`src/rtl/branch_resolve_bht.sv`:
```
// Branch resolution, saturating-counter BHT training and registered mispredict flush/redirect.
// Optional BRANCH_STATS_EN builds saturating branch/mispredict counters; otherwise the stat ports read 0.
module branch_resolve_bht #(
  parameter int unsigned DATA_WIDTH = 32,
  parameter int unsigned ADDR_WIDTH = 32,
  parameter int unsigned BHT_DEPTH  = 64,
  parameter int unsigned CNT_WIDTH  = 2
) (
  input  logic                  clk,
  input  logic                  rst,
  input  logic [ADDR_WIDTH-1:0] pred_pc,
  output logic                  pred_taken,
  input  logic                  res_valid,
  input  logic [ADDR_WIDTH-1:0] res_pc,
  input  logic [2:0]            res_fun3,
  input  logic [DATA_WIDTH-1:0] res_alu_res,
  input  logic                  res_alu_no_zero,
  input  logic                  res_pred_taken,
  input  logic [ADDR_WIDTH-1:0] res_target,
  output logic                  branch_res,
  output logic                  flush,
  output logic [ADDR_WIDTH-1:0] redirect_pc,
  output logic [31:0]           stat_branches,
  output logic [31:0]           stat_mispredicts
);

  localparam int unsigned IDX_W = $clog2(BHT_DEPTH);
  // Weakly not-taken: MSB clear, remaining bits set (0 for a 1-bit counter).
  localparam logic [CNT_WIDTH-1:0] CNT_INIT = CNT_WIDTH'((1 << (CNT_WIDTH - 1)) - 1);
  localparam logic [CNT_WIDTH-1:0] CNT_MAX  = '1;

  logic [CNT_WIDTH-1:0]  r_bht [BHT_DEPTH];
  logic                  r_flush;
  logic [ADDR_WIDTH-1:0] r_redirect;

  logic [IDX_W-1:0]      w_pred_idx;
  logic [IDX_W-1:0]      w_res_idx;
  logic                  w_legal;
  logic                  w_taken;
  logic                  w_upd;
  logic                  w_mispred;
  logic [CNT_WIDTH-1:0]  w_cnt_cur;
  logic [CNT_WIDTH-1:0]  w_cnt_next;
  logic                  w_unused;

  assign w_pred_idx = pred_pc[IDX_W+1:2];
  assign w_res_idx  = res_pc[IDX_W+1:2];
  assign pred_taken = r_bht[w_pred_idx][CNT_WIDTH-1];
  assign w_unused   = &{1'b0, pred_pc[ADDR_WIDTH-1:IDX_W+2], pred_pc[1:0],
                        res_pc[ADDR_WIDTH-1:IDX_W+2], res_pc[1:0],
                        res_alu_res[DATA_WIDTH-1:1]};

  // Outcome decode from funct3 and the ALU compare flags.
  always_comb begin
    w_legal = 1'b1;
    w_taken = 1'b0;
    case (res_fun3)
      3'b000:          w_taken = ~res_alu_no_zero;
      3'b001:          w_taken = res_alu_no_zero;
      3'b100, 3'b110:  w_taken = res_alu_res[0];
      3'b101, 3'b111:  w_taken = ~res_alu_res[0];
      default:         w_legal = 1'b0;
    endcase
  end

  assign w_upd      = res_valid & w_legal;
  assign branch_res = w_upd & w_taken;
  assign w_mispred  = w_upd & (branch_res != res_pred_taken);

  // Saturating counter step for the resolving entry.
  always_comb begin
    w_cnt_cur  = r_bht[w_res_idx];
    w_cnt_next = w_cnt_cur;
    if (branch_res) begin
      if (w_cnt_cur != CNT_MAX) w_cnt_next = w_cnt_cur + CNT_WIDTH'(1);
    end else begin
      if (w_cnt_cur != '0) w_cnt_next = w_cnt_cur - CNT_WIDTH'(1);
    end
  end

  always_ff @(posedge clk) begin
    if (rst) begin
      for (int unsigned i = 0; i < BHT_DEPTH; i++) r_bht[i] <= CNT_INIT;
      r_flush    <= 1'b0;
      r_redirect <= '0;
    end else begin
      if (w_upd) r_bht[w_res_idx] <= w_cnt_next;
      r_flush <= w_mispred;
      if (w_mispred) r_redirect <= branch_res ? res_target : res_pc + ADDR_WIDTH'(4);
    end
  end

  assign flush       = r_flush;
  assign redirect_pc = r_redirect;

`ifdef BRANCH_STATS_EN
  logic [31:0] r_stat_br;
  logic [31:0] r_stat_mp;

  always_ff @(posedge clk) begin
    if (rst) begin
      r_stat_br <= '0;
      r_stat_mp <= '0;
    end else begin
      if (w_upd && r_stat_br != 32'hFFFF_FFFF) r_stat_br <= r_stat_br + 32'd1;
      if (w_mispred && r_stat_mp != 32'hFFFF_FFFF) r_stat_mp <= r_stat_mp + 32'd1;
    end
  end

  assign stat_branches    = r_stat_br;
  assign stat_mispredicts = r_stat_mp;
`else
  assign stat_branches    = '0;
  assign stat_mispredicts = '0;
`endif

endmodule
```
`config.mk`:
```
export PLATFORM = sky130hd
export DESIGN_NAME = branch_resolve_bht
export DESIGN_NICKNAME = d
export VERILOG_FILES = /design/src/rtl/branch_resolve_bht.sv
export SDC_FILE = /design/constraint.sdc
export NUM_CORES = 1
export LEC_CHECK = 0
export ABC_CLOCK_PERIOD_IN_PS = 5000
export CORE_MARGIN = 2
export CORE_UTILIZATION = 46
export DETAILED_ROUTE_END_ITERATION = 16
export PLACE_DENSITY = 0.84
export SYNTH_ARGS = -nofsm -noshare
export SYNTH_HDL_FRONTEND = slang
export SYNTH_SLANG_ARGS = --single-unit
```
`constraint.sdc`:
```
create_clock -name clk -period 5 [get_ports clk]
set_input_delay 1.25 -clock clk [delete_from_list [all_inputs] [get_ports clk]]
set_output_delay 1.25 -clock clk [all_outputs]
set_load 0.01 [all_outputs]
```
* After elaboration in Yosys (flattened, before gate mapping)
Memory sizes are Yosys's and may differ from the RTL's.
Cells that the tools add are included.
** Operators by class
- Add/subtract/negate cells :: 3
- Equality and inequality tests :: 7
- Reduce and logical (&&, ||, !) cells :: 6
- Bitwise gates (word level) :: 5
- Multiplexer cells :: 14
** Operator list (number)
- 32-bit by 3-bit adder with 32-bit output (second input constant) :: 1
- 32-bit two-way mux :: 1
- 3-bit equality test (second input constant) :: 4
- 2-bit two-way mux :: 4
- 1-bit two-way mux :: 7
- 6-bit two-way mux :: 1
- 2-bit OR reduction :: 3
- 6-bit OR reduction :: 1
- 1-bit one-hot mux with 4 select lines :: 1
- 1-bit AND :: 3
- 3-bit by 1-bit equality test with 1-bit output (second input constant) :: 1
- 3-bit logical NOT :: 1
- 2-bit by 1-bit adder with 2-bit output (second input constant) :: 1
- 2-bit != test (second input constant) :: 1
- 1-bit inverter :: 2
- 2-bit nonzero test :: 1
- 2-bit by 1-bit subtractor with 2-bit output (second input constant) :: 1
- 1-bit != test :: 1
** Word-level totals
- Output and inout port bits :: 99
- Logic and storage cells :: 38
- Bits in writable memories :: 128
- Memories :: 1
- Bits in registers :: 33
- Bits of input ports :: 136
** Memory list
- r_bht :: words 64, bits a word 2, rd ports 2, clocked after Yosys merged registers in 0, wr ports 64, line 32 : logic [CNT_WIDTH-1:0] r_bht [BHT_DEPTH];

* Logic depth before layout (Yosys ltp)
- Word-level depth :: 9
- Depth in mapped cells :: 13

* Worst setup path before layout
Ideal clock, no wire load.
- Path kind :: input -> output
- From :: in pred_pc[2]
- To :: out pred_taken
- Setup slack :: 0.060 ns
- Required time :: 3.750 ns
- Arrival :: 3.690 ns
- Stages on the path :: 5
- Buffers on the path :: 2
- Path through :: clkbuf_1 buf_1 mux4_2 mux4_2 mux4_2
** Between the ends
- Longest elaborated chain between the ends :: 1
** Ends and longest elaborated chain
- from (decl) :: line 11 : input logic [ADDR_WIDTH-1:0] pred_pc,
- memory read 64 x 2 bit
- to (decl) :: line 12 : output logic pred_taken,
No other way between the ends.

* Worst setup path in the final report
- From :: in pred_pc[3]
- To :: out pred_taken
Same word-level chain as after synthesis.

==> impl_metrics.ini <==
[clock_network]
cts_tree = done
cts_setup_buffers = 0
htree_levels = 4
cts_hold_buffers = 0
cts_inserted_buffers = 17
clkSinkCount = 161
root_buffer = clkbuf_16
clk_pin_slew_ps = 60
post_cts_resized = 4
cts_buffer_depth = 2
worstSkewPairLatency_ps = 430

[setup_path]
crit_fanout = 16
worstPathArrival_ps = 3580
critical_path.top_delay_family = multiplexers
critPathLaunchType = input pin
critPathKind = in -> out
slowest_stage = mux4_2
endpoint_kind = output port
critPathMostFrequentCell = mux4_2
r2r-start = r_bht[34][1]$_SDFFCE_PN0P_
path_cells = clkdlybuf4s50_1, buf_12, mux4_2, mux4_2, mux4_2, dlygate4sd2_1
cp-startpoint = pred_pc[3]
crit_buf_inv = 3
slowest_delay_ps = 520
required_ps = 3750

[logic_synthesis]
synthTopCellsByArea = edfxtp_1 40%, mux4_2 9.1%, dfxtp_1 6.9%
yosysSeqAreaShare = 0.4692
async_flop_share = 0
yosys_warnings = 0
yosysMostFrequentCell = edfxtp_1
synth_top_area_cell = edfxtp_1
syn_area_um2 = 9600
synth_ff_type = edfxtp_1
avgSynthCellArea_um2 = 10.52
synth_top_area_share = 0.4004
synth_common_cells = 128 x edfxtp_1, 100 x nand2_1, 70 x buf_4
synth-edff-count = 128
netlist_instances = 913
yosys_register_bits = 161
synth_cell_type_count = 59

[finish]
antenna_cells = 0
nets = 1136
utilization = 0.5551
drive_gt1_frac = 0.1344
final_area_um2 = 11300
instances_no_fill = 1282
syn2layout_area_growth_pct = 17.75

[status]
outcome = complete, no violations

[timing]
slew-limit-headroom = 0.3681
fmax_mhz = 207.0
rsz0062_at_grt = no
hold_violations = 0
final.period_utilization = 0.9663
whs_ps = 451.0
setup_viol_count_final = 0
drv_slew = 0
finClkSkew_ps = 14.20
tightest_slew_ps = 946.9
period_needed_ps = 4831

[die]
die_w_um = 148.5
fp.dieH_um = 148.5
row_count = 52
dieArea_um2 = 22040
core_area_um2 = 20360
io_pins = 235
initial_core_util = 0.4714

[detailed_routing]
vias_per_cell = 6.249
vias = 8011
drt_iter0_drc = 996
drt_wl_total_mm = 27.86
route.detailed.drc = 0
ant_nets = 0
wl_per_cell_um = 21.73
first_pass_iters = 5

[grt]
antenna_found_initial = 0
use_met2 = 0.4093
track_usage = 0.2516
met1_usage = 0.3082
grt_max_degree = 65
grt_pass1_vias = 7712
grt-ovfl-total = 0
grt-busiest-layer = met2
grt_pass1_wl_mm = 42.56
use_met3 = 0.06350

[placement]
dpl.cell_count = 1249
dpl.hpwl_mm = 18.63
gp_congestion = 0.9250
dpl-instance-area_um2 = 10700
port_buffers = 113

[pwr]
power.leakage_uw = 0.003772
vdd_ir_drop_max_uv = 267.9
cellPowerDensity_nw_per_um2 = 297.5

[flow_run]
drv_cap = 0

[hold_path]
hold_class = reg -> reg
worstHoldStart = redirect_pc[14]$_SDFFE_PP0P_
-- sequential cells by signal, indices dropped and copies added, names as in the netlist --
signal,count
redirect_pc,32
r_bht,128
flush,1
-- worst paths after layout --
| path | end | slack [ps] | cells after the start |
|---|---|---|---|
| worst max register to register | r_bht[29][1]$_SDFFCE_PN0P_ | 2040 | 8 |
| worst min register to register | redirect_pc[14]$_SDFFE_PP0P_ | 450 | 2 |
| worst max-delay path | pred_taken | 170 | 6 |
| worst min-delay path | redirect_pc[14]$_SDFFE_PP0P_ | 450 | 2 |
-- routing by layer --
layer  share of wire  up-vias
met5               0        -
met4           0.057        0
met3            0.11      137
met2            0.49      673
met1            0.34     3763
li1                -     3438
-- layout by cell type, fill, tap and decap left out, types with 4 or more instances in the layout --
| cell | count |
|---|---|
| a211oi_1 | 6 |
| a21o_1 | 16 |
| a21oi_1 | 31 |
| a221oi_1 | 9 |
| a22oi_1 | 15 |
| and2_1 | 6 |
| and3_1 | 8 |
| buf_12 | 5 |
| buf_2 | 4 |
| buf_4 | 30 |
| clkbuf_16 | 17 |
| clkdlybuf4s50_1 | 107 |
| conb_1 | 64 |
| dfxtp_1 | 33 |
| edfxtp_1 | 128 |
| inv_1 | 6 |
| mux2i_1 | 7 |
| mux4_2 | 39 |
| nand2_1 | 100 |
| nand2b_1 | 23 |
| nand3_1 | 53 |
| nand4_1 | 21 |
| nor2_1 | 65 |
| nor2b_1 | 5 |
| nor3_1 | 55 |
| o211ai_1 | 7 |
| o21ai_0 | 4 |
| o21bai_1 | 21 |
| o221ai_1 | 15 |
| o22ai_1 | 4 |
| or2_2 | 15 |
| or3_1 | 5 |
| xnor2_1 | 16 |
| xor2_1 | 15 |
-- metrics by stage --
stage	worst slack (ps)	total power [uW]	setup TNS, ps
3_5_place_dp	-233.5	2098	-233.5
3_3_place_gp	-224.4	2087	-224.4
6_report	168.7	3363	0
4_1_cts	180.0	3356	0
5_1_grt	132.2	3456	0
2_1_floorplan	59.55	1926	0
-- report_power, final --
part	internal [uW]	total [uW]	switching, uW	leakage [uW]
combinational	239	579	340	0.00208
sequential	1490	1510	25.8	0.00142
clock	732	1270	541	0.000275
-- logic make-up (layout without fill, tap and decap cells) --
group | after synthesis | count (layout) | synth area share
AOI/OAI and AO/OA | 148 | 148 | 0.1129
xor gates and xnor gates | 31 | 31 | 0.02828
adders and majority gates | 2 | 2 | 0.002476
buffers and inverters | 151 | 187 | 0.09748
DFF | 161 | 161 | 0.4692
muxes | 49 | 49 | 0.1023
other | 1 | 64 | 0.0003906
and+or+nand+nor | 370 | 370 | 0.1870
-- final cells by class --
class | instances | area (um^2)
clock inverters | 14 | 138.9
fillers | 1655 | 9060
clock buffers | 18 | 429.2
flip-flops and latches | 161 | 4504
repair buffers | 149 | 1469
multi-input cells | 664 | 4403
inverters | 6 | 22.52
well taps | 270 | 337.8
-- tightest hold or removal path, stage by stage, from the launching register on --
cell	delay (ps)
dfxtp_1	310
nand2_1	50
a21oi_1	50
No activity file was read; power rests on OpenSTA's default activity.
